File: config.mk
export PLATFORM = sky130hd
export DESIGN_NAME = decode_queue_flat
export DESIGN_NICKNAME = d
export VERILOG_FILES = /design/src/rtl/decode_queue_if.sv /design/src/rtl/decode_queue.sv /design/src/flat_wrapper.sv
export SDC_FILE = /design/constraint.sdc
export NUM_CORES = 1
export LEC_CHECK = 0
export ABC_AREA = 1
export BUFFER_PORTS_ARGS = -buffer_cell sky130_fd_sc_hd__buf_2
export CORE_ASPECT_RATIO = 0.5
export CORE_MARGIN = 3
export CORE_UTILIZATION = 45
export DETAILED_ROUTE_END_ITERATION = 12
export PLACE_DENSITY = 0.65
export SLEW_MARGIN = 0
export SYNTH_ARGS = -nofsm -noshare
export SYNTH_HDL_FRONTEND = slang
export SYNTH_SLANG_ARGS = --single-unit
File: constraint.sdc
create_clock -name CLK -period 5.1 [get_ports CLK]
set_input_delay 1.02 -clock CLK [delete_from_list [all_inputs] [get_ports CLK]]
set_output_delay 1.02 -clock CLK [all_outputs]
set_load 0.01 [all_outputs]
File: src/rtl/decode_queue_if.sv
// Fetch/dispatch bundle for decode_queue. The master side is fetch plus dispatch.
// The slave side is the queue itself.
interface decode_queue_if #(
  parameter int DEPTH  = 4,
  parameter int PC_W   = 32,
  parameter int MREG_W = 4
);
  localparam int CNT_W = $clog2(DEPTH) + 1;

  logic                  flush;
  logic                  in_valid;
  logic [31:0]           in_instr;
  logic [PC_W-1:0]       in_pc;
  logic                  in_ready;

  logic                  out_valid;
  logic                  out_ready;
  logic [PC_W-1:0]       out_pc;
  logic [1:0]            out_fu_t;
  logic [23:0]           out_ctrl;
  logic [31:0]           out_imm;
  logic [14:0]           out_regs;
  logic [4*MREG_W-1:0]   out_mregs;
  logic [4:0]            out_stride;
  logic [CNT_W-1:0]      count;

  modport master (
    output flush, in_valid, in_instr, in_pc, out_ready,
    input  in_ready, out_valid, out_pc, out_fu_t, out_ctrl, out_imm,
           out_regs, out_mregs, out_stride, count
  );

  modport slave (
    input  flush, in_valid, in_instr, in_pc, out_ready,
    output in_ready, out_valid, out_pc, out_fu_t, out_ctrl, out_imm,
           out_regs, out_mregs, out_stride, count
  );
endinterface

File: src/rtl/decode_queue.sv
// Raw-instruction queue feeding a registered decode slot, with bypass, flush and HALT latch.
// Define UTYPE_DECODE_EN to decode LUI/AUIPC; otherwise they decode as illegal.
module decode_queue #(
  parameter int DEPTH  = 4,
  parameter int PC_W   = 32,
  parameter int MREG_W = 4
) (
  input  logic           CLK,
  input  logic           RST,
  decode_queue_if.slave  bus
);
  localparam int PTR_W = $clog2(DEPTH);
  localparam int CNT_W = PTR_W + 1;

  localparam logic [6:0] OP_RTYPE  = 7'h33;
  localparam logic [6:0] OP_ITYPE  = 7'h13;
  localparam logic [6:0] OP_LOAD   = 7'h03;
  localparam logic [6:0] OP_STORE  = 7'h23;
  localparam logic [6:0] OP_BRANCH = 7'h63;
  localparam logic [6:0] OP_JAL    = 7'h6F;
  localparam logic [6:0] OP_JALR   = 7'h67;
  localparam logic [6:0] OP_LUI    = 7'h37;
  localparam logic [6:0] OP_AUIPC  = 7'h17;
  localparam logic [6:0] OP_LDM    = 7'h47;
  localparam logic [6:0] OP_STM    = 7'h57;
  localparam logic [6:0] OP_GEMM   = 7'h77;
  localparam logic [6:0] OP_HALT   = 7'h7F;

  typedef enum logic [1:0] {FU_S_T, FU_M_T, FU_G_T} fu_t_e;
  typedef enum logic [3:0] {
    ALU_ADD, ALU_SUB, ALU_SLL, ALU_SLT, ALU_SLTU, ALU_XOR,
    ALU_SRL, ALU_SRA, ALU_OR, ALU_AND, ALU_LUI, ALU_AUIPC
  } alu_op_e;
  typedef enum logic [2:0] {BR_NONE, BR_EQ, BR_NE, BR_LT, BR_GE, BR_LTU, BR_GEU} br_op_e;
  typedef enum logic [1:0] {FU_S_ALU, FU_S_BRANCH, FU_S_LD_ST} fu_s_e;
  typedef enum logic [1:0] {FU_M_NONE, FU_M_LD_ST, FU_M_GEMM} fu_m_e;
  typedef enum logic [1:0] {MEM_NONE, MEM_LOAD, MEM_STORE} mem_e;

  // The listed control fields total 23 bits, so a single zero pad fills the 24-bit bus.
  typedef struct packed {
    logic [3:0] alu_op;
    logic [2:0] branch_op;
    logic [1:0] fu_s;
    logic [1:0] fu_m;
    logic [1:0] s_mem;
    logic [1:0] m_mem;
    logic       s_reg_write;
    logic       m_reg_write;
    logic       i_flag;
    logic       jal;
    logic       jalr;
    logic       halt;
    logic       illegal;
    logic       stride_valid;
    logic       pad;
  } ctrl_t;

  typedef struct packed {
    logic [1:0]          fu_t;
    ctrl_t               ctrl;
    logic [31:0]         imm;
    logic [14:0]         regs;
    logic [4*MREG_W-1:0] mregs;
    logic [4:0]          stride;
  } dec_t;

  function automatic alu_op_e alu_sel(input logic [2:0] f3, input logic alt, input logic is_r);
    alu_op_e op;
    case (f3)
      3'b000:  op = (is_r && alt) ? ALU_SUB : ALU_ADD;
      3'b001:  op = ALU_SLL;
      3'b010:  op = ALU_SLT;
      3'b011:  op = ALU_SLTU;
      3'b100:  op = ALU_XOR;
      3'b101:  op = alt ? ALU_SRA : ALU_SRL;
      3'b110:  op = ALU_OR;
      default: op = ALU_AND;
    endcase
    return op;
  endfunction

  function automatic dec_t decode(input logic [31:0] i);
    dec_t        d;
    ctrl_t       c;
    logic [2:0]  f3;
    logic [31:0] imm_i;
    logic [31:0] imm_m;
    f3    = i[14:12];
    imm_i = {{20{i[31]}}, i[31:20]};
    imm_m = {{22{i[17]}}, i[16:7]};
    d     = '0;
    c     = '0;
    d.fu_t  = FU_S_T;
    c.fu_s  = FU_S_ALU;
    d.regs  = {i[11:7], i[19:15], i[24:20]};
    d.mregs = {MREG_W'(i[31:28]), MREG_W'(i[27:24]), MREG_W'(i[23:20]), MREG_W'(i[19:16])};
    case (i[6:0])
      OP_RTYPE: begin
        c.alu_op      = alu_sel(f3, i[30], 1'b1);
        c.s_reg_write = 1'b1;
      end
      OP_ITYPE: begin
        c.alu_op      = alu_sel(f3, i[30], 1'b0);
        c.i_flag      = 1'b1;
        c.s_reg_write = 1'b1;
        d.imm         = imm_i;
      end
      OP_LOAD: begin
        if (f3 == 3'b010) begin
          c.fu_s        = FU_S_LD_ST;
          c.s_mem       = MEM_LOAD;
          c.s_reg_write = 1'b1;
          d.imm         = imm_i;
        end else begin
          c.illegal = 1'b1;
        end
      end
      OP_STORE: begin
        if (f3 == 3'b010) begin
          c.fu_s  = FU_S_LD_ST;
          c.s_mem = MEM_STORE;
          d.imm   = {{20{i[31]}}, i[31:25], i[11:7]};
        end else begin
          c.illegal = 1'b1;
        end
      end
      OP_BRANCH: begin
        c.fu_s = FU_S_BRANCH;
        d.imm  = {{19{i[31]}}, i[31], i[7], i[30:25], i[11:8], 1'b0};
        case (f3)
          3'b000:  c.branch_op = BR_EQ;
          3'b001:  c.branch_op = BR_NE;
          3'b100:  c.branch_op = BR_LT;
          3'b101:  c.branch_op = BR_GE;
          3'b110:  c.branch_op = BR_LTU;
          3'b111:  c.branch_op = BR_GEU;
          default: c.illegal   = 1'b1;
        endcase
      end
      OP_JAL: begin
        c.alu_op      = ALU_ADD;
        c.s_reg_write = 1'b1;
        c.jal         = 1'b1;
        d.imm         = {{11{i[31]}}, i[31], i[19:12], i[20], i[30:21], 1'b0};
      end
      OP_JALR: begin
        c.alu_op      = ALU_ADD;
        c.s_reg_write = 1'b1;
        c.jalr        = 1'b1;
        d.imm         = imm_i;
      end
      OP_LDM: begin
        d.fu_t         = FU_M_T;
        c.fu_m         = FU_M_LD_ST;
        c.m_mem        = MEM_LOAD;
        c.m_reg_write  = 1'b1;
        c.stride_valid = 1'b1;
        d.stride       = i[22:18];
        d.imm          = imm_m;
      end
      OP_STM: begin
        d.fu_t         = FU_M_T;
        c.fu_m         = FU_M_LD_ST;
        c.m_mem        = MEM_STORE;
        c.stride_valid = 1'b1;
        d.stride       = i[22:18];
        d.imm          = imm_m;
      end
      OP_GEMM: begin
        d.fu_t        = FU_G_T;
        c.fu_m        = FU_M_GEMM;
        c.m_reg_write = 1'b1;
      end
      OP_HALT: c.halt = 1'b1;
`ifdef UTYPE_DECODE_EN
      OP_LUI, OP_AUIPC: begin
        c.alu_op      = (i[6:0] == OP_LUI) ? ALU_LUI : ALU_AUIPC;
        c.s_reg_write = 1'b1;
        d.imm         = {i[31:12], 12'b0};
      end
`else
      OP_LUI, OP_AUIPC: c.illegal = 1'b1;
`endif
      default: c.illegal = 1'b1;
    endcase
    // An illegal word still dispatches, but must never write architectural state.
    if (c.illegal) begin
      c.s_reg_write = 1'b0;
      c.m_reg_write = 1'b0;
      c.s_mem       = MEM_NONE;
      c.m_mem       = MEM_NONE;
    end
    d.ctrl = c;
    return d;
  endfunction

  logic [31:0]      r_q_instr [DEPTH];
  logic [PC_W-1:0]  r_q_pc    [DEPTH];
  logic [PTR_W-1:0] r_rd_ptr;
  logic [PTR_W-1:0] r_wr_ptr;
  logic [CNT_W-1:0] r_count;
  logic             r_halted;
  logic             r_live;
  logic             r_out_valid;
  logic [PC_W-1:0]  r_out_pc;
  dec_t             r_out_dec;

  logic             w_q_empty;
  logic             w_q_full;
  logic             w_in_ready;
  logic             w_push;
  logic             w_slot_free;
  logic             w_load;
  logic             w_pop;
  logic             w_enq;
  logic             w_halt_push;
  logic [31:0]      w_src_instr;
  logic [PC_W-1:0]  w_src_pc;
  dec_t             w_dec;

  // NOTE: every always_comb output gets a default first so no path can infer a latch.
  always_comb begin
    w_q_empty   = (r_count == '0);
    w_q_full    = (r_count == CNT_W'(DEPTH));
    w_in_ready  = r_live && !w_q_full && !r_halted && !bus.flush;
    w_push      = bus.in_valid && w_in_ready;
    w_halt_push = w_push && (bus.in_instr[6:0] == OP_HALT);
    w_slot_free = !r_out_valid || bus.out_ready;
    w_load      = w_slot_free && (!w_q_empty || w_push);
    w_pop       = w_load && !w_q_empty;
    // An empty queue hands the pushed word straight to the slot instead of storing it.
    w_enq       = w_push && !(w_q_empty && w_load);
    w_src_instr = w_q_empty ? bus.in_instr : r_q_instr[r_rd_ptr];
    w_src_pc    = w_q_empty ? bus.in_pc    : r_q_pc[r_rd_ptr];
    w_dec       = decode(w_src_instr);
  end

  // NOTE: sequential state uses non-blocking assignments so all flops update together.
  always_ff @(posedge CLK or posedge RST) begin
    if (RST) begin
      r_rd_ptr    <= '0;
      r_wr_ptr    <= '0;
      r_count     <= '0;
      r_halted    <= 1'b0;
      r_live      <= 1'b0;
      r_out_valid <= 1'b0;
      r_out_pc    <= '0;
      r_out_dec   <= '0;
    end else begin
      r_live <= 1'b1;
      if (bus.flush) begin
        r_rd_ptr    <= '0;
        r_wr_ptr    <= '0;
        r_count     <= '0;
        r_halted    <= 1'b0;
        r_out_valid <= 1'b0;
        r_out_pc    <= '0;
        r_out_dec   <= '0;
      end else begin
        if (w_enq) r_wr_ptr <= r_wr_ptr + 1'b1;
        if (w_pop) r_rd_ptr <= r_rd_ptr + 1'b1;
        r_count <= r_count + CNT_W'(w_enq) - CNT_W'(w_pop);
        if (w_halt_push) r_halted <= 1'b1;
        if (w_load) begin
          r_out_valid <= 1'b1;
          r_out_pc    <= w_src_pc;
          r_out_dec   <= w_dec;
        end else if (w_slot_free) begin
          r_out_valid <= 1'b0;
          r_out_pc    <= '0;
          r_out_dec   <= '0;
        end
      end
    end
  end

  // NOTE: queue storage has no reset; the pointers and count alone decide which entries are live.
  always_ff @(posedge CLK) begin
    if (w_enq) begin
      r_q_instr[r_wr_ptr] <= bus.in_instr;
      r_q_pc[r_wr_ptr]    <= bus.in_pc;
    end
  end

  assign bus.in_ready   = w_in_ready;
  assign bus.out_valid  = r_out_valid;
  assign bus.out_pc     = r_out_pc;
  assign bus.out_fu_t   = r_out_dec.fu_t;
  assign bus.out_ctrl   = r_out_dec.ctrl;
  assign bus.out_imm    = r_out_dec.imm;
  assign bus.out_regs   = r_out_dec.regs;
  assign bus.out_mregs  = r_out_dec.mregs;
  assign bus.out_stride = r_out_dec.stride;
  assign bus.count      = r_count;
endmodule
File: src/flat_wrapper.sv
// flat-port wrapper written by rule: the top's interface ports become plain ports
module decode_queue_flat 
#(
  parameter int DEPTH  = 4,
  parameter int PC_W   = 32,
  parameter int MREG_W = 4
)
  (CLK, RST, bus_flush, bus_in_valid, bus_in_instr, bus_in_pc, bus_out_ready, bus_in_ready, bus_out_valid, bus_out_pc, bus_out_fu_t, bus_out_ctrl, bus_out_imm, bus_out_regs, bus_out_mregs, bus_out_stride, bus_count);
  decode_queue_if #(.DEPTH(DEPTH), .PC_W(PC_W), .MREG_W(MREG_W)) bus_i ();
  input  logic CLK;
  input  logic RST;
  input wire logic [$bits(bus_i.flush)-1:0] bus_flush;
  input wire logic [$bits(bus_i.in_valid)-1:0] bus_in_valid;
  input wire logic [$bits(bus_i.in_instr)-1:0] bus_in_instr;
  input wire logic [$bits(bus_i.in_pc)-1:0] bus_in_pc;
  input wire logic [$bits(bus_i.out_ready)-1:0] bus_out_ready;
  output wire logic [$bits(bus_i.in_ready)-1:0] bus_in_ready;
  output wire logic [$bits(bus_i.out_valid)-1:0] bus_out_valid;
  output wire logic [$bits(bus_i.out_pc)-1:0] bus_out_pc;
  output wire logic [$bits(bus_i.out_fu_t)-1:0] bus_out_fu_t;
  output wire logic [$bits(bus_i.out_ctrl)-1:0] bus_out_ctrl;
  output wire logic [$bits(bus_i.out_imm)-1:0] bus_out_imm;
  output wire logic [$bits(bus_i.out_regs)-1:0] bus_out_regs;
  output wire logic [$bits(bus_i.out_mregs)-1:0] bus_out_mregs;
  output wire logic [$bits(bus_i.out_stride)-1:0] bus_out_stride;
  output wire logic [$bits(bus_i.count)-1:0] bus_count;
  assign bus_i.flush = bus_flush;
  assign bus_i.in_valid = bus_in_valid;
  assign bus_i.in_instr = bus_in_instr;
  assign bus_i.in_pc = bus_in_pc;
  assign bus_i.out_ready = bus_out_ready;
  assign bus_in_ready = bus_i.in_ready;
  assign bus_out_valid = bus_i.out_valid;
  assign bus_out_pc = bus_i.out_pc;
  assign bus_out_fu_t = bus_i.out_fu_t;
  assign bus_out_ctrl = bus_i.out_ctrl;
  assign bus_out_imm = bus_i.out_imm;
  assign bus_out_regs = bus_i.out_regs;
  assign bus_out_mregs = bus_i.out_mregs;
  assign bus_out_stride = bus_i.out_stride;
  assign bus_count = bus_i.count;
  decode_queue #(.DEPTH(DEPTH), .PC_W(PC_W), .MREG_W(MREG_W)) u_core (.CLK(CLK), .RST(RST), .bus(bus_i));
endmodule
==> results of run 1 <==
==> layout make-up <==
type	count	area (µm²)
Clock buffer	52	1033
Sequential cell	369	10520
Tap cell	475	594.3
Fill cell	3082	16420
Timing Repair Buffer	213	1154
Clock inverter	13	127.6
Antenna cell	3	7.507
Inverter	82	312.8
Multi-Input combinational cell	985	4788
==> power groups by stage <==
stage          Sequential, µW  Combinational (µW)  Clock [µW]
2_1_floorplan            3780                2460           0
3_3_place_gp             3740                3410           0
3_5_place_dp             3740                3430           0
4_1_cts                  3690                3440        2700
5_1_grt                  3720                3820        2830
6_report                 3680                3420        2650
==> logic make-up after synthesis <==
group / after synthesis
DFF: 369
AOI/OAI and AO/OA: 250
buffers and inverters: 185
other: 2
xor gates and xnor gates: 1
adders and majority gates: 7
and+or+nand+nor: 725
==> flip-flops by register name, summed over array words and instances (netlist names), 2 cells and up <==
name / count
u_core.r_q_instr: 128
u_core.r_q_pc: 128
u_core.bus.out_pc: 32
u_core.bus.out_ctrl: 23
u_core.bus.out_imm: 21
u_core.bus.out_mregs: 16
u_core.bus.out_regs: 6
u_core.bus.out_stride: 5
u_core.bus.count: 3
u_core.r_rd_ptr: 2
u_core.r_wr_ptr: 2
==> layer usage <==
layer | vias up | routed length [µm]
met5 | - | 16
met4 | 4 | 971
met2 | 293 | 19050
met3 | 71 | 2210
met1 | 5451 | 16100
li1 | 5495 | -
==> per-stage QoR <==
stage | cell area [µm²] | instances | utilization | hold slack [ns] | power [µW]
finish | 18540 | 2192 | 0.5303 | 0.4781 | 9750
global route | 18540 | 2192 | 0.5303 | 0.4952 | 10370
floorplan | 16180 | 1539 | - | 0.4727 | 6241
detailed placement | 17370 | 2124 | 0.4969 | 0.4673 | 7175
CTS | 18530 | 2189 | 0.5301 | 0.4756 | 9827
global placement | 17370 | 2124 | 0.4969 | 0.4615 | 7144
==> cell usage in the layout (no fill, tap or decap), types with 4 or more instances in the layout <==
master	count
a21oi_1	49
or2_2	4
edfxtp_1	256
o21ai_1	10
nor2_4	8
buf_2	198
inv_1	73
o21ai_2	4
clkbuf_1	11
nor2_1	52
o21ai_0	135
buf_12	4
nand2_4	12
nand3_2	6
buf_4	11
dfrtp_1	112
nand3_1	78
inv_2	6
a32o_1	40
ha_1	6
clkbuf_16	38
clkinv_2	9
nand4_1	8
nand2_1	528
nand2_2	16
==> cell usage after synthesis (all sizes together) <==
master | instances | area [µm²]
a22o | 3 | 26.28
clkbuf | 28 | 105.1
and3 | 1 | 6.260
fa | 1 | 20.02
conb | 2 | 7.510
or2 | 5 | 31.28
ha | 6 | 75.07
o211ai | 1 | 12.51
nor2 | 65 | 320.3
dfrtp | 113 | 2828
edfxtp | 256 | 7687
nand3 | 85 | 468.0
a21oi | 49 | 245.2
o21a | 3 | 22.52
a31oi | 1 | 6.260
o21ai | 150 | 777.0
o22ai | 1 | 6.260
inv | 82 | 307.8
nand4 | 8 | 50.05
o31ai | 2 | 15.01
nor3 | 3 | 20.02
a32o | 40 | 400.4
buf | 75 | 508.0
nand2 | 556 | 2212
xor2 | 1 | 8.760
nand3b | 2 | 15.01
==> worst max-delay path: stages, from the launching register on <==
cell and delay [ns]:
dfrtp_1 0.44, nor2_2 0.08, nand2_4 0.41, inv_2 0.34, a21oi_1 0.40, inv_1 0.27, nor2_4 0.12, buf_4 0.72
==> how the worst max path moves through the flow <==
stage,startpoint,to,slack (ns),cells after the start
6_report,u_core.bus.count[1]$_DFF_PP0_,u_core.r_q_pc[1][6]$_DFFE_PP_,1.79,7
5_1_grt,u_core.r_rd_ptr[0]$_DFFE_PP0P_,u_core.bus.out_imm[17]$_DFFE_PP0P_,1.46,14
4_1_cts,u_core.bus.count[1]$_DFF_PP0_,u_core.r_q_pc[1][6]$_DFFE_PP_,1.76,7
3_5_place_dp,bus_flush,u_core.r_q_pc[1][9]$_DFFE_PP_,1.71,7
3_3_place_gp,bus_flush,u_core.r_q_pc[1][9]$_DFFE_PP_,1.79,7
2_1_floorplan,bus_flush,u_core.r_q_instr[0][0]$_DFFE_PP_,-0.03,6
==> tab_implementation.tex, run 1 <==
\begin{tabular}{lr}
\hline
Metric & Value \\
\hline
\multicolumn{2}{l}{\textbf{Outcome}} \\
\quad Status & finished, final reports clean \\
\multicolumn{2}{l}{\textbf{Setup path}} \\
\quad Kind of start point of the critical path & register \\
\quad Highest net fanout along the worst path & between 60 and 70 \\
\quad Type of the worst setup path & reg -> reg \\
\quad Kind of end point of the critical path & register \\
\quad Required time of the worst setup path & roughly 5.3 ns \\
\quad Number of cell instances on the worst register-to-register path & 7 \\
\quad Endpoint of the most critical register-to-register path & u\_core.r\_q\_pc[1][6]\$\_DFFE\_PP\_ \\
\quad Arrival time of data at the critical path endpoint & between 3 and 4 ns \\
\quad Reg-to-reg startpoint & u\_core.bus.count[1]\$\_DFF\_PP0\_ \\
\quad Minimum setup slack among reg-to-reg paths & around 1.8 ns \\
\multicolumn{2}{l}{\textbf{Timing}} \\
\quad Maximum operating frequency & 302.1 MHz \\
\quad Setup repair after global routing missed its margin & no \\
\quad Final Hold Vio Count & 0 \\
\quad Worst Tran Pin Value & 1.137 ns \\
\quad Tcrit/Tclk final & 0.6489 \\
\quad Min cycle time layout & between 3 and 4 ns \\
\quad Sum of negative setup slack & 0 ns \\
\quad Worst clock skew & 0.01433 ns \\
\quad Final WS setup & 1.790 ns \\
\quad Setup violations, final & 0 \\
\quad Max\_slew headroom & 0.2408 \\
\quad Count of pins over their slew limit & 0 \\
\multicolumn{2}{l}{\textbf{Logic synthesis}} \\
\quad Mapped Nets & 1,615 \\
\quad Flop and latch count out of synthesis & about 370 \\
\quad Xor and xnor fraction of the mapped netlist area & 0.0005413 \\
\quad Simple-gate area share of the yosys netlist & 0.1930 \\
\quad Average instance area after synthesis & about 11 µm² \\
\quad Adder and majority gate portion of the synthesized area & 0.005876 \\
\quad Multiplexer share of the synthesized area & 0 \\
\quad Post-synthesis cell type count & between 40 and 50 \\
\quad Dominant combinational cell family by area after synthesis & simple AND/OR/NAND/NOR gates \\
\quad Count of mapped cells out of synthesis & about 1,500 \\
\quad Fraction of the mapped netlist area in compound gates & 0.09340 \\
\quad Cell Area, Synth & approximately 16,000 µm² \\
\quad Sequential area share after synthesis & 0.6498 \\
\quad Synth warn & 0 \\
\multicolumn{2}{l}{\textbf{Global route}} \\
\quad Global-route wire length before repair & about 61,000 µm \\
\quad GR Layer Usage met2 & 0.3463 \\
\quad Number of antenna violations at the first check in global routing & 5 \\
\quad Layer carrying the most global-route usage & met2 \\
\quad Pin count of the biggest net entering global routing & 92 \\
\quad Vias in the first global route & between 10,000 and 15,000 \\
\quad Met1 track utilization from global routing & 0.2564 \\
\quad Global-route usage over all layers & 0.2001 \\
\quad Met3 demand-to-capacity share in global routing & 0.03920 \\
\quad Overflow left after global routing & 0 \\
\multicolumn{2}{l}{\textbf{Clock network}} \\
\quad Clock-pin slew on the worst setup and hold paths & around 0.060 ns \\
\quad CTS H-Tree Depth & 2 \\
\quad \# resized after CTS & 0 \\
\quad Number of buffers inserted to repair setup after CTS & 0 \\
\quad Library cell used as clock root buffer & clkbuf\_16 \\
\quad Maximum count of clock buffers along a single path & 3 \\
\quad Clock sink total & 369 \\
\quad TritonCTS buffer count & 36 \\
\quad Clock tree from TritonCTS & built \\
\quad Hold-fix buffers at CTS & 0 \\
\quad Worst-Skew Late Latency & $\sim$0.53 ns \\
\multicolumn{2}{l}{\textbf{Die}} \\
\quad Placeable core region & 34,950 µm² \\
\quad Die Outline Area & $\sim$38,000 µm² \\
\quad Vertical extent of the die & approximately 140 µm \\
\quad Die Wd & approximately 270 µm \\
\quad Number of ports placed on the die boundary & 200 \\
\quad Initial Util & 0.4630 \\
\quad Cell Rows & 48 \\
\multicolumn{2}{l}{\textbf{Routing}} \\
\quad Vias after detailed routing & 11,310 \\
\quad Post-route antenna net violation count & 0 \\
\quad Total Wirelength & $\sim$38,000 µm \\
\quad Number of remaining DRC errors & 0 \\
\quad Routed via count divided by cell count & approximately 5.2 \\
\quad Mean routed wirelength per cell & between 15 and 20 µm \\
\quad Number of optimization iterations in the first detailed-route pass & 5 \\
\quad Number of DRC markers in iteration 0 & slightly above 900 \\
\multicolumn{2}{l}{\textbf{Power and ir drop}} \\
\quad Switch Pwr & 3701 µW \\
\quad Worst-case vdd ir drop & 331.1 µV \\
\quad Sw frac & 0.3796 \\
\quad Power density relative to cell area & around 530 nW/µm² \\
\quad Relative contribution of combinational cells to total power & 0.351 \\
\quad Flop pwr share & 0.378 \\
\quad Clock network fraction of total power & 0.272 \\
\quad Internal power & between 6000 and 7000 µW \\
\quad P\_leak & between 0.008 and 0.009 µW \\
\multicolumn{2}{l}{\textbf{Cells and area}} \\
\quad Fraction of final layout cells with drive strength greater than 1 & 0.1949 \\
\quad Growth of design area from synthesis to finish & 14.55\% \\
\quad Nets & $\sim$1,800 \\
\multicolumn{2}{l}{\textbf{Place}} \\
\quad Global placement routability congestion & between 0.8 and 0.9 \\
\quad Pre-CTS setup slack & between 1.5 and 2 ns \\
\quad Number of port buffers & 198 \\
\quad Post-detail-place hpwl & 23,170 µm \\
\multicolumn{2}{l}{\textbf{Run}} \\
\quad Number of max-capacitance violations reported & 0 \\
\multicolumn{2}{l}{\textbf{Min path}} \\
\quad Kind of path behind the tightest hold check & in -> async \\
\hline
\end{tabular}
(Power assumes the default switching activity.)
==> run 2, diff against run 1 <==
clock period = 3.1 ns   (was 5.1 ns; I/O delays follow)
==> run 2 against run 1 <==
Hold slack got worse by 0.25 ns. Clock skew is 0.0025 ns higher. Critical path type unchanged. Final cell count grew 0.41%. Core utilization increased by 0.55 points. Die area unchanged. Count of clock-buffer cells in the layout shrank 6. First-iteration DRC count up 5.7%. Setup slack worse by 1.3 ns. Register-to-register slack got worse by 1.3 ns. Flip-flop and latch count did not move. Clock power increased by 67%. Global-route usage is 0.51 points higher.
==> tab_implementation.tex, run 2 (same netlist as run 1, synthesis figures left out) <==
\begin{tabular}{lr}
\hline
Metric & Value \\
\hline
\multicolumn{2}{l}{\textbf{Cells and area}} \\
\quad Most frequent standard cell in the layout excluding fill and tap cells & nand2\_1 \\
\quad Fraction of final layout cells with drive strength greater than 1 & 0.2009 (+0.006063) \\
\quad Most frequent cells in the layout & nand2\_1, edfxtp\_1, buf\_2, o21ai\_0, dfrtp\_1 \\
\quad Fillers & 3,078 (-0.13\%) \\
\quad Nets & 1,771 (+0.45\%) \\
\quad Footprint of the multi-input gates & 4788 µm² (unchanged) \\
\quad Growth of design area from synthesis to finish & 15.74\% \\
\quad Reg area & 10,520 µm² (unchanged) \\
\multicolumn{2}{l}{\textbf{Setup path}} \\
\quad Highest net fanout along the worst path & 58 (-9.4\%) \\
\quad Arrival time of data at the critical path endpoint & 3.12 ns (-0.34 ns) \\
\quad Number of cell instances on the worst register-to-register path & 14 (+7) \\
\quad Reg-to-reg startpoint & u\_core.r\_rd\_ptr[0]\$\_DFFE\_PP0P\_ \\
\quad Required time of the worst setup path & 3.57 ns (-1.68 ns) \\
\quad Minimum setup slack among reg-to-reg paths & 0.45 ns (-1.34 ns) \\
\quad Type of the worst setup path & reg -> reg \\
\quad End point of the critical path & u\_core.bus.out\_imm[17]\$\_DFFE\_PP0P\_ \\
\quad Kind of end point of the critical path & register \\
\quad Endpoint of the most critical register-to-register path & u\_core.bus.out\_imm[17]\$\_DFFE\_PP0P\_ \\
\quad First element of the critical path & u\_core.r\_rd\_ptr[0]\$\_DFFE\_PP0P\_ \\
\quad Kind of start point of the critical path & register \\
\multicolumn{2}{l}{\textbf{Outcome}} \\
\quad Status & finished, final reports clean \\
\multicolumn{2}{l}{\textbf{Power and ir drop}} \\
\quad P\_leak & 0.008240 µW (+0.98\%) \\
\quad Switch Pwr & 6103 µW (+65\%) \\
\quad Power density relative to cell area & 867.0 nW/µm² (+65\%) \\
\quad Internal power & 10,140 µW (+68\%) \\
\quad Worst-case vdd ir drop & 338.5 µV (+2.2\%) \\
\quad Flop pwr share & 0.370 (-0.008) \\
\quad Clock network fraction of total power & 0.273 (about the same) \\
\quad Relative contribution of combinational cells to total power & 0.357 (+0.006) \\
\quad Sw frac & 0.3759 (-0.003736) \\
\multicolumn{2}{l}{\textbf{Timing}} \\
\quad Tcrit/Tclk final & 0.8547 (+0.2057) \\
\quad Count of pins over their slew limit & 0 (unchanged) \\
\quad Setup violations, final & 0 (unchanged) \\
\quad Final WS setup & 0.4505 ns (-1.340 ns) \\
\quad Sum of negative setup slack & 0 ns (unchanged) \\
\quad Setup repair after global routing missed its margin & no \\
\quad Worst Tran Pin Value & 1.129 ns (-0.008010 ns) \\
\quad Maximum operating frequency & 377.4 MHz (+25\%) \\
\quad Worst clock skew & 0.01681 ns (+0.002487 ns) \\
\quad Min cycle time layout & 2.650 ns (-0.6601 ns) \\
\quad Final Hold Vio Count & 0 (unchanged) \\
\quad Max\_slew headroom & 0.2472 (+0.006445) \\
\multicolumn{2}{l}{\textbf{Place}} \\
\quad Number of port buffers & 198 (unchanged) \\
\quad Global placement routability congestion & 0.8568 (-2.4\%) \\
\quad Post-detail-place hpwl & 24,620 µm (+6.3\%) \\
\quad Pre-CTS setup slack & 0.4077 ns (-1.299 ns) \\
\multicolumn{2}{l}{\textbf{Routing}} \\
\quad Number of remaining DRC errors & 0 (unchanged) \\
\quad Number of optimization iterations in the first detailed-route pass & 5 (unchanged) \\
\quad Routed via count divided by cell count & 5.206 (+0.87\%) \\
\quad Total Wirelength & 38,950 µm (+1.6\%) \\
\quad Vias after detailed routing & 11,460 (+1.3\%) \\
\quad Number of DRC markers in iteration 0 & 957 (+5.7\%) \\
\quad Post-route antenna net violation count & 0 (unchanged) \\
\quad Mean routed wirelength per cell & 17.70 µm (+1.2\%) \\
\multicolumn{2}{l}{\textbf{Global route}} \\
\quad Pin count of the biggest net entering global routing & 114 (+24\%) \\
\quad Overflow left after global routing & 0 (unchanged) \\
\quad Number of antenna violations at the first check in global routing & 6 (+1) \\
\quad Global-route usage over all layers & 0.2052 (+0.005116) \\
\quad Vias in the first global route & 11,070 (+1.0\%) \\
\quad Global-route wire length before repair & 62,130 µm (+2.6\%) \\
\multicolumn{2}{l}{\textbf{Clock network}} \\
\quad Maximum count of clock buffers along a single path & 3 (unchanged) \\
\quad TritonCTS buffer count & 35 (-2.8\%) \\
\quad CTS H-Tree Depth & 2 (unchanged) \\
\quad Clock sink total & 369 (unchanged) \\
\quad \# resized after CTS & 0 (unchanged) \\
\quad Hold-fix buffers at CTS & 0 (unchanged) \\
\quad Library cell used as clock root buffer & clkbuf\_16 \\
\quad Number of buffers inserted to repair setup after CTS & 0 (unchanged) \\
\quad Clock-pin slew on the worst setup and hold paths & 0.06 ns (about the same) \\
\quad Worst-Skew Late Latency & 0.53 ns (about the same) \\
\quad Clock tree from TritonCTS & built \\
\multicolumn{2}{l}{\textbf{Die}} \\
\quad Die Outline Area & 38,410 µm² (unchanged) \\
\quad Initial Util & 0.4630 (unchanged) \\
\quad Placeable core region & 34,950 µm² (unchanged) \\
\quad Number of ports placed on the die boundary & 200 (unchanged) \\
\quad Cell Rows & 48 (unchanged) \\
\quad Vertical extent of the die & 140.1 µm (unchanged) \\
\quad Die Wd & 274.2 µm (unchanged) \\
\multicolumn{2}{l}{\textbf{Run}} \\
\quad Number of max-capacitance violations reported & 0 (unchanged) \\
\multicolumn{2}{l}{\textbf{Min path}} \\
\quad Kind of path behind the tightest hold check & in -> async \\
\hline
\end{tabular}
-- run 2: cell count changes in the layout (fill, tap and decap cells not counted), sizes merged --
cell      previous run  this run
buf                213       222
clkbuf              52        46
clkinvlp             0         3
bufinv               2         4
diode                3         4
-- run 2: worst min-delay path by stage --
stage,from,end,slack [ns],cells past startpoint
global placement,u_core.bus.out_ctrl[2]$_DFFE_PP0P_,u_core.bus.out_ctrl[2]$_DFFE_PP0P_,0.46,2
detailed placement,u_core.bus.out_imm[4]$_DFFE_PP0P_,u_core.bus.out_imm[4]$_DFFE_PP0P_,0.46,2
finish,RST,u_core.bus.out_pc[28]$_DFFE_PP0P_,0.23,3
global route,RST,u_core.bus.count[2]$_DFF_PP0_,0.29,3
floorplan,u_core.r_halted$_DFFE_PP0P_,u_core.r_halted$_DFFE_PP0P_,0.47,2
CTS,RST,u_core.bus.out_pc[29]$_DFFE_PP0P_,0.30,3
-- run 2: layout make-up --
type,count,share of cell area
Sequential cell,369,0.5616
Multi-Input combinational cell,985,0.2557
Timing Repair Buffer,222,0.06988
Clock buffer,46,0.05278
Tap cell,475,0.03173
Clock inverter,18,0.01096
Inverter,82,0.01683
Antenna cell,4,0.0005344
-- run 2: power by group through the flow --
stage	combinational [µW]	clock [µW]	sequential, µW
global placement	5770	0	6110
CTS	5850	4510	6010
floorplan	4050	0	6220
global route	6480	4720	6060
detailed placement	5820	0	6100
finish	5800	4430	6010
-- run 2: stage by stage --
step	area, µm²	std cells	utilization	power (µW)	hold WS, ns
3_5_place_dp	17530	2133	0.5014	11930	0.4627
6_report	18730	2201	0.5358	16240	0.2265
5_1_grt	18730	2201	0.5358	17260	0.2858
4_1_cts	18720	2197	0.5355	16360	0.2959
3_3_place_gp	17530	2133	0.5014	11880	0.4582
2_1_floorplan	16200	1539	-	10270	0.4727
-- run 2: routing by layer --
| layer | global-route usage | part of all wire | vias up |
|---|---|---|---|
| met5 | 0 | 0.00069 | - |
| met1 | 0.2790 | 0.45 | 5607 |
| li1 | - | - | 5528 |
| met2 | 0.3356 | 0.48 | 263 |
| met3 | 0.03355 | 0.043 | 57 |
| met4 | 0.07474 | 0.027 | 4 |
-- run 2: worst max-delay path: stages, from the launching register on --
cell	delay [ns]
dfrtp_4	0.50
inv_4	0.32
buf_12	0.32
nand2_1	0.09
nand3_1	0.07
nand2_1	0.08
o21ai_2	0.33
nand3_4	0.22
inv_2	0.16
nand2_4	0.08
nand2_4	0.10
nand2_4	0.08
nand2_1	0.10
nand2_1	0.05
nand2_1	0.07
